--- src/rtl/mem_arbiter.sv ---
// mem_arbiter: shares the single-port CHIP-8 memory between the ROM/font loader (LD),
// the CPU core and the sprite fetcher (GPU). LD has fixed priority; CPU/GPU alternate.
module mem_arbiter #(
    parameter int ADDR_W = 12,
    parameter int DATA_W = 8
) (
    input  logic              clk,
    input  logic              rst,

    input  logic              ld_req,
    input  logic              ld_we,
    input  logic [ADDR_W-1:0] ld_addr,
    input  logic [DATA_W-1:0] ld_wdata,
    output logic              ld_gnt,
    output logic              ld_rvalid,

    input  logic              cpu_req,
    input  logic              cpu_we,
    input  logic [ADDR_W-1:0] cpu_addr,
    input  logic [DATA_W-1:0] cpu_wdata,
    output logic              cpu_gnt,
    output logic              cpu_rvalid,

    input  logic              gpu_req,
    input  logic [ADDR_W-1:0] gpu_addr,
    output logic              gpu_gnt,
    output logic              gpu_rvalid,

    output logic [DATA_W-1:0] rdata,

    output logic              mem_read,
    output logic [ADDR_W-1:0] mem_read_addr,
    output logic              mem_write,
    output logic [ADDR_W-1:0] mem_write_addr,
    output logic [DATA_W-1:0] mem_write_data,
    input  logic [DATA_W-1:0] mem_read_data
);

    typedef enum logic {
        RR_CPU = 1'b0,
        RR_GPU = 1'b1
    } rr_t;

    typedef enum logic [1:0] {
        ST_IDLE   = 2'd0,
        ST_RD_LD  = 2'd1,
        ST_RD_CPU = 2'd2,
        ST_RD_GPU = 2'd3
    } pend_t;

    rr_t   r_rr;
    pend_t r_pend;

    logic              w_sel_ld;
    logic              w_sel_cpu;
    logic              w_sel_gpu;
    logic              w_any_sel;
    logic              w_take;
    logic              w_sel_we;
    logic [ADDR_W-1:0] w_sel_addr;
    logic [DATA_W-1:0] w_sel_wdata;
    pend_t             w_pend_nxt;
    rr_t               w_rr_nxt;

    // LD always wins; CPU/GPU only consult the pointer when both are asking.
    assign w_sel_ld  = ld_req;
    assign w_sel_cpu = ~ld_req & cpu_req & (~gpu_req | (r_rr == RR_CPU));
    assign w_sel_gpu = ~ld_req & gpu_req & (~cpu_req | (r_rr == RR_GPU));
    assign w_any_sel = w_sel_ld | w_sel_cpu | w_sel_gpu;

    // NOTE: every signal written in an always_comb gets a default first, so no path
    // leaves it unassigned and no latch is inferred.
    always_comb begin
        w_sel_we    = 1'b0;
        w_sel_addr  = '0;
        w_sel_wdata = '0;
        if (w_sel_ld) begin
            w_sel_we    = ld_we;
            w_sel_addr  = ld_addr;
            w_sel_wdata = ld_wdata;
        end else if (w_sel_cpu) begin
            w_sel_we    = cpu_we;
            w_sel_addr  = cpu_addr;
            w_sel_wdata = cpu_wdata;
        end else if (w_sel_gpu) begin
            w_sel_addr  = gpu_addr;
        end
    end

    // Selection keeps steering the address during reset; only the strobes are gated.
    assign w_take  = w_any_sel & ~rst;
    assign ld_gnt  = w_sel_ld  & ~rst;
    assign cpu_gnt = w_sel_cpu & ~rst;
    assign gpu_gnt = w_sel_gpu & ~rst;

    assign mem_read       = w_take & ~w_sel_we;
    assign mem_write      = w_take &  w_sel_we;
    assign mem_read_addr  = w_sel_addr;
    assign mem_write_addr = w_sel_addr;
    assign mem_write_data = w_sel_wdata;
    assign rdata          = mem_read_data;

    always_comb begin
        w_pend_nxt = ST_IDLE;
        if (mem_read) begin
            if (ld_gnt) begin
                w_pend_nxt = ST_RD_LD;
            end else if (cpu_gnt) begin
                w_pend_nxt = ST_RD_CPU;
            end else begin
                w_pend_nxt = ST_RD_GPU;
            end
        end

        w_rr_nxt = r_rr;
        if (cpu_gnt) begin
            w_rr_nxt = RR_GPU;
        end else if (gpu_gnt) begin
            w_rr_nxt = RR_CPU;
        end
    end

    // NOTE: state is updated with non-blocking assignments so every flop samples the
    // pre-edge values, independent of statement order.
    always_ff @(posedge clk or posedge rst) begin
        if (rst) begin
            r_rr   <= RR_CPU;
            r_pend <= ST_IDLE;
        end else begin
            r_rr   <= w_rr_nxt;
            r_pend <= w_pend_nxt;
        end
    end

    assign ld_rvalid  = (r_pend == ST_RD_LD);
    assign cpu_rvalid = (r_pend == ST_RD_CPU);
    assign gpu_rvalid = (r_pend == ST_RD_GPU);

endmodule

--- config.mk ---
export PLATFORM = sky130hd
export DESIGN_NAME = mem_arbiter
export DESIGN_NICKNAME = d
export VERILOG_FILES = /design/src/rtl/mem_arbiter.sv
export SDC_FILE = /design/constraint.sdc
export NUM_CORES = 1
export LEC_CHECK = 0
export CAP_MARGIN = 5
export CORE_MARGIN = 2
export CORE_UTILIZATION = 19
export DETAILED_ROUTE_END_ITERATION = 6
export PLACE_DENSITY = 0.83
export RECOVER_POWER = 25
export SYNTH_ARGS = -nofsm -noshare
export SYNTH_HDL_FRONTEND = slang
export SYNTH_SLANG_ARGS = --single-unit
--- constraint.sdc ---
create_clock -name clk -period 1.3 [get_ports clk]
set_input_delay 0.13 -clock clk [delete_from_list [all_inputs] [get_ports clk]]
set_output_delay 0.13 -clock clk [all_outputs]
set_load 0.01 [all_outputs]
==> results of run 1 <==
-- repair_timing --
item / CTS / global route
gates resized for setup: 162 / 17
gates cloned: 3 / 0
pin swaps: 7 / 6
buffers inserted: 4 / 4
setup endpoints to repair: 41 / 37
hold buffers: 0 / 1
endpoints found under the hold margin: 0 / 3
-- cell families after synthesis --
kind of cell           after synthesis
buffers and inverters               30
and+or+nand+nor                     24
AOI/OAI and AO/OA                   26
DFF                                  3
-- worst min path at each step --
stage	startpoint	end	slack, ps
after floorplan	rst	r_pend[0]	-100
final	mem_read_data[1]	rdata[1]	260
after CTS	mem_read_data[1]	rdata[1]	260
after detailed placement	mem_read_data[1]	rdata[1]	260
after global routing	mem_read_data[2]	rdata[2]	260
after global placement	mem_read_data[1]	rdata[1]	260
-- synth_stat cells --
cell	count
sky130_fd_sc_hd__a221o_1	12
sky130_fd_sc_hd__buf_4	20
sky130_fd_sc_hd__o31ai_1	1
sky130_fd_sc_hd__dfrtp_1	3
sky130_fd_sc_hd__o21bai_1	1
sky130_fd_sc_hd__nand2_1	1
sky130_fd_sc_hd__nor3_2	1
sky130_fd_sc_hd__nor4_1	1
sky130_fd_sc_hd__nor2_1	1
sky130_fd_sc_hd__inv_1	3
sky130_fd_sc_hd__a211oi_1	2
sky130_fd_sc_hd__a32oi_1	1
sky130_fd_sc_hd__and3_1	1
sky130_fd_sc_hd__a22o_1	8
sky130_fd_sc_hd__buf_6	2
sky130_fd_sc_hd__a221oi_1	1
sky130_fd_sc_hd__nor2b_1	5
sky130_fd_sc_hd__and2_4	1
sky130_fd_sc_hd__buf_2	5
sky130_fd_sc_hd__and2_1	13
-- report_power, final --
group	switching, W	internal [W]
clock	0.0000463	0.000115
sequential	0.0000120	0.000106
combinational	0.000269	0.000414
-- metal layers --
layer,track usage (%),vias up
li1,-,494
met4,5.707,0
met3,3.214,4
met1,14.19,447
met5,0,-
met2,30.92,55
-- metrics by stage --
step	area [sq um]	hold slack (ps)	power [W]
6_report	1672	260.0	0.0009611
4_1_cts	1598	260.1	0.0009120
2_1_floorplan	706.9	-103.0	0.0004354
3_3_place_gp	1619	260.1	0.0007769
3_5_place_dp	1619	260.1	0.0007825
5_1_grt	1672	260.0	0.001035
-- sequential cells by signal, summed over array words and instances (netlist names) --
signal,count
r_pend,2
r_rr,1
-- cells in the final DEF, fill, tap and decap left out, types with 2 or more instances in the layout --
| cell | synthesis | routed |
|---|---|---|
| sky130_fd_sc_hd__clkbuf_4 | 0 | 3 |
| sky130_fd_sc_hd__and2_4 | 1 | 4 |
| sky130_fd_sc_hd__nor2b_1 | 5 | 3 |
| sky130_fd_sc_hd__dlygate4sd2_1 | 0 | 6 |
| sky130_fd_sc_hd__and2_1 | 13 | 13 |
| sky130_fd_sc_hd__dfrtp_1 | 3 | 3 |
| sky130_fd_sc_hd__inv_1 | 3 | 3 |
| sky130_fd_sc_hd__a211oi_1 | 2 | 2 |
| sky130_fd_sc_hd__nor2b_4 | 0 | 2 |
| sky130_fd_sc_hd__a22o_1 | 8 | 8 |
| sky130_fd_sc_hd__buf_2 | 5 | 34 |
| sky130_fd_sc_hd__a221o_1 | 12 | 12 |
| sky130_fd_sc_hd__buf_4 | 20 | 16 |
| sky130_fd_sc_hd__clkdlybuf4s50_1 | 0 | 54 |
| sky130_fd_sc_hd__buf_6 | 2 | 7 |
-- area by class of cell --
class                           count  area (sq um)
Inverter                            3         11.26
Multi-Input combinational cell     53         491.7
Clock buffer                        4         26.28
Tap cell                           46         57.56
Timing Repair Buffer              121          1010
Fill cell                         354          1692
Sequential cell                     3         75.07
==> results.md, run 1 <==
- Depth of the CTS H-tree: 1
- Clock buffers created by TritonCTS: 3
- Last element of the critical path: mem_read_addr[11]
- Worst Hold Class: input port to primary output
- First-pass GRT wire length: 4871 um
- Cell at the root of the clock tree: sky130_fd_sc_hd__clkbuf_4
- Number of cells on the critical path: 5
- Clock tree skew after final layout: 0.5736 ps
- Cell with the largest stage delay on the worst path: sky130_fd_sc_hd__dfrtp_1
- Highest cell delay on the worst timing path: 400 ps
- Pin count of the biggest net entering global routing: 18
- End of the worst register-to-register path: r_rr
- XOR/XNOR share of the synthesized area: 0%
- Worst path top cell family by delay: flip-flops
- Yosys top cell area share: 22.30%
- Final worst-path setup slack: -326.3 ps
- Max Clock Freq: 614.9 MHz
- Core area: 3363 sq um
- Post-route met1 wirelength: 1021 um
- Post-synthesis cell type count: 20
- Global-route total usage across every layer: 15.09%
- Sequential-to-total area share from yosys stat: 11.15%
- Count of non-filler cells in the finished layout: 230
- Worst-path cell chain: buf_6, nand2_8, and2_4, a221o_1, buf_2
- Worst reg2reg path depth: 6
- Source-to-sink clock delay at the later pin of the worst-skew pair: 230 ps
- Clock tree from TritonCTS: done
- RR Startpoint: r_rr
- Area growth, synth to finish: 148.3%
- Leading area contributor after synthesis: sky130_fd_sc_hd__buf_4
- Highest metal layer used by the detailed router: met4
- Die H: 63.52 um
- YS warnings: 0
- Critical path origin: r_rr
- Placer congestion estimate: 0.7475
- Total vias in the final route: 1000
- Share of synthesized cell area in full adder, half adder and majority cells: 0%
- Site row count: 21
- Starting Density: 20.01%
- DRT Pass-1 Iters: 3
- Headroom to the max-slew limit: 84.46%
- Via count of the first global-routing pass: 1065
- Critical path launch point type: flip-flop
- Outcome: complete, but fails checks
- Setup repair after global routing missed its margin: yes
- Antenna-violating nets left: 0
- Required @ worst endpoint: 1170 ps
- Setup Crit Path Kind: flip-flop to primary output
- Detail Route met2 WL: 1857 um
- Worst supply voltage drop on vdd: 0.2967 mV
- Placed Instances: 214
- WP data arrival: 1500 ps
- Largest cells by area after synthesis: sky130_fd_sc_hd__buf_4 22%, sky130_fd_sc_hd__a221o_1 18%, sky130_fd_sc_hd__and2_1 12%, sky130_fd_sc_hd__dfrtp_1 11%, sky130_fd_sc_hd__a22o_1 10%
- Clock transition at the registers of the reported paths: 40 ps
- Wirelength, routed: 3147 um
- Number of hold-slack violations in the final timing report: 0
- Boundary pin count: 115
- Net count of the mapped netlist: 150
- Final sum of negative setup slack: -9495 ps
- Syn Area/Cell: 8.110 sq um
- Antenna violations before repair: 0
- Horizontal die dimension: 63.52 um
- Mux contribution to synthesized area: 0%
- Count of port buffers added during placement: 98
- Post-detailed-route DRC marker count: 0
- Final antenna diode count: 0
- Overall overflow remaining after global route: 0
- Leakage dissipation: 0.7951 nW
- Time the final worst path needs with I/O delays and setup: 1626 ps
- Detailed-routed wire length on met3: 245 um
- # clock sinks: 3
- Register bit count reported by yosys: 3
- Post-detail-place hpwl: 2405 um
- Dominant combinational cell family by area after synthesis: compound AO/OA/AOI/OAI gates
- Total Nets Final: 252
- DIE AREA: 4035 sq um
- Final cell utilization of the core: 49.70%
- Fraction of final layout cells with drive strength greater than 1: 40.76%
- Placement Setup Slack: -998.8 ps
- Cell area after synthesis: 673.1 sq um
- Final setup viols: 35
- R2R setup slack: 30 ps
- Cells on Worst Hold Path: 0
- Synth Area in Compound Gates: 35.32%
- Share of the cycle needed by the critical path after routing: 125.1%
- Clock Path Buffers: 2
- Number of instances in the synthesized netlist: 83
- Nature of the critical path endpoint: primary output
- Final routed wire length divided by cell count: 13.68 um
- Largest driver fanout on the critical path: 6
- Transition time at the pin with the least slew margin: 231.3 ps
- Number of DRC violations after detailed-routing iteration 0: 18
- Number of vias per cell: 4.348
- Final max-slew violation count: 0
- Power per standard cell area: 575.0 nW/um^2
- Violated checks: setup timing
- Max capacitance violation total: 0
- Post-synthesis simple-gate area fraction: 22.49%
- Buf+Inv Stages, Crit Path: 2
Power figures use the tool's default switching activity.
==> run 2, diff against run 1 <==
ABC_CLOCK_PERIOD_IN_PS = 1300   (was unset)
==> results of run 2 <==
No change in the layout: final DEF, timing and power equal those of run 1.
==> run 3, diff against run 2 <==
CORE_UTILIZATION = 27   (was 19)
DONT_BUFFER_PORTS = 1   (was unset)
PLACE_DENSITY = 0.49   (was 0.83)
==> run 3 against run 2 <==
  * The flow still finishes with violations (setup timing)
  * Cell count shrank 55%
  * First-iteration DRC count shrank 94%
  * Maximum frequency grew 5.4%
  * Clock power is essentially flat
  * Count of clock-buffer cells in the layout is the same
  * Power shrank 40%
  * Cell area shrank 58%
  * Non-clock buffer count shrank 109
  * Global-route usage shrank 2.8 points
  * Worst hold slack lost 160 ps
  * Via count shrank 37%
  * Worst setup slack gained 84 ps
  * Largest cell class is now multi-input gates
  * Highest routed layer unchanged
==> results.md, run 3 (synthesized netlist as in run 1, its figures left out) <==
- Outcome: complete, but fails checks
- Violated checks: setup timing
- Most frequent cells in the layout: 13 x sky130_fd_sc_hd__and2_1, 12 x sky130_fd_sc_hd__a221o_1, 8 x sky130_fd_sc_hd__a22o_1
- WHS: 98.69 ps (-161.3 ps)
- Power per standard cell area: 821.2 nW/um^2 (+43%)
- Boundary pin count: 115 (unchanged)
- Leakage dissipation: 0.2845 nW (-64%)
- Max Clock Freq: 648.2 MHz (+5.4%)
- Final antenna diode count: 0 (unchanged)
- Share of the cycle needed by the critical path after routing: 118.7% (-6.4 points)
- WP data arrival: 1410 ps (-90 ps)
- Number of vias per cell: 6.136 (+41%)
- First-pass GRT wire length: 2435 um (-50%)
- Source-to-sink clock delay at the later pin of the worst-skew pair: 230 ps (about the same)
- Worst supply voltage drop on vdd: 0.3886 mV (+31%)
- Final setup viols: 35 (unchanged)
- Global-route total usage across every layer: 12.29% (-2.8 points)
- Critical path launch point type: flip-flop
- Final sum of negative setup slack: -6896 ps (+2599 ps)
- HP Start: rst
- Setup repair after global routing missed its margin: yes
- Antenna-violating nets left: 0 (unchanged)
- Clock tree from TritonCTS: done
- Count of port buffers added during placement: 0 (-100%)
- Headroom to the max-slew limit: 75.51% (-9.0 points)
- Pin count of the biggest net entering global routing: 29 (+11)
- Horizontal die dimension: 53.93 um (-15%)
- Transition time at the pin with the least slew margin: 364.0 ps (+132.7 ps)
- Number of hold-slack violations in the final timing report: 0 (unchanged)
- Largest register by flop count: r_pend
- Max capacitance violation total: 0 (unchanged)
- Clock Path Buffers: 2 (unchanged)
- Number of DRC violations after detailed-routing iteration 0: 1 (-17)
- Final cell utilization of the core: 28.97% (-21 points)
- DIE AREA: 2908 sq um (-28%)
- Clock tree skew after final layout: 0.8228 ps (+0.2492 ps)
- Time the final worst path needs with I/O delays and setup: 1543 ps (-83.62 ps)
- Total vias in the final route: 632 (-37%)
- Antenna violations before repair: 0 (unchanged)
- Post-detailed-route DRC marker count: 0 (unchanged)
- Final worst-path setup slack: -242.6 ps (+83.62 ps)
- Filler cell count in the final layout: 253 (-29%)
- Critical path origin: r_rr
- RR Startpoint: r_rr
- Overall overflow remaining after global route: 0 (unchanged)
- Depth of the CTS H-tree: 1 (unchanged)
- Nature of the critical path endpoint: primary output
- Biggest regs: r_pend x2, r_rr x1
- Post-detail-place hpwl: 1395 um (-42%)
- Post-DP Area: 550.5 sq um (-66%)
- Placer congestion estimate: 0.6721 (-10%)
- # clock sinks: 3 (unchanged)
- Site row count: 18 (-14%)
- Required @ worst endpoint: 1170 ps (about the same)
- Fraction of final layout cells with drive strength greater than 1: 27.40% (-13 points)
- Cell at the root of the clock tree: sky130_fd_sc_hd__clkbuf_4
- Leading cell type in the layout, fill and taps excluded: sky130_fd_sc_hd__and2_1
- Starting Density: 27.93% (+7.9 points)
- Via count of the first global-routing pass: 528 (-50%)
- Clock buffers created by TritonCTS: 3 (unchanged)
- Die H: 53.93 um (-15%)
- Clock transition at the registers of the reported paths: 40 ps (about the same)
- Post-Layout Inst Area: 698.2 sq um (-58%)
- Max reg flops: 2 (unchanged)
- Total Nets Final: 141 (-44%)
- Area growth, synth to finish: 3.717%
- Setup Crit Path Kind: flip-flop to primary output
- Final routed wire length divided by cell count: 19.02 um (+39%)
- Largest driver fanout on the critical path: 12 (+6)
- Core area: 2410 sq um (-28%)
- DRT Pass-1 Iters: 2 (-1)
- Wirelength, routed: 1959 um (-38%)
- Final max-slew violation count: 0 (unchanged)
- Worst Hold Class: input port to flip-flop
==> run 3: report_power, final <==
part | total [W] | internal, W | leakage, nW | switching (W)
registers | 0.000118 | 0.000106 | 0.0374 | 0.0000127
clock network | 0.000160 | 0.000115 | 0.0150 | 0.0000454
logic | 0.000295 | 0.000129 | 0.232 | 0.000166
==> run 3: final cells by class <==
cell class | count | area [sq um] | share of cell area [%]
well taps | 30 | 37.54 | 5.376
inverters | 3 | 11.26 | 1.613
multi-input cells | 51 | 435.4 | 62.37
flip-flops and latches | 3 | 75.07 | 10.75
clock buffers | 4 | 26.28 | 3.763
repair buffers | 12 | 112.6 | 16.13
==> run 3: path summary, 6_finish.rpt <==
check	endpoint	slack (ps)	depth (start not counted)
setup / recovery	mem_write_addr[7]	-240	4
hold / removal	r_rr	100	2
setup reg to reg	r_pend[1]	100	4
hold reg to reg	r_rr	600	2
max in group asynchronous	r_pend[1]	890	2
min in group asynchronous	r_rr	260	2
==> run 3: what timing repair did <==
item                                   in CTS  in global routing
pin swaps                                   1                  5
gates cloned                                1                  0
setup buffers                               3                  1
resized for setup                           5                  4
hold buffers                                4                  0
endpoints found under the hold margin       5                  0
setup endpoints to repair                  33                 36
==> run 3: stage by stage <==
stage / total power, W / setup WS [ps] / cells
2_1_floorplan: 0.0004354 / -135.1 / 83
3_3_place_gp: 0.0003570 / -195.3 / 91
3_5_place_dp: 0.0003581 / -245.2 / 91
4_1_cts: 0.0005693 / -245.2 / 103
5_1_grt: 0.0006295 / -324.0 / 103
6_report: 0.0005734 / -242.6 / 103
==> run 3: routing by layer <==
metal  track usage, %  wire length, um  part of all wire [%]  vias to the layer above
met2            23.37             1060                    54                       61
met1            11.02              644                    33                      294
met5                0                0                     0                        -
met4            6.838               24                   1.2                        0
li1                 -                -                     -                      271
met3            4.444              229                    12                        6
==> run 3: worst max-delay path, cell delays in order, from the launching register on <==
cell and delay (ps):
sky130_fd_sc_hd__dfrtp_1 410, sky130_fd_sc_hd__nor2b_4 170, sky130_fd_sc_hd__nor3_4 50, sky130_fd_sc_hd__buf_12 140, sky130_fd_sc_hd__a221o_1 410
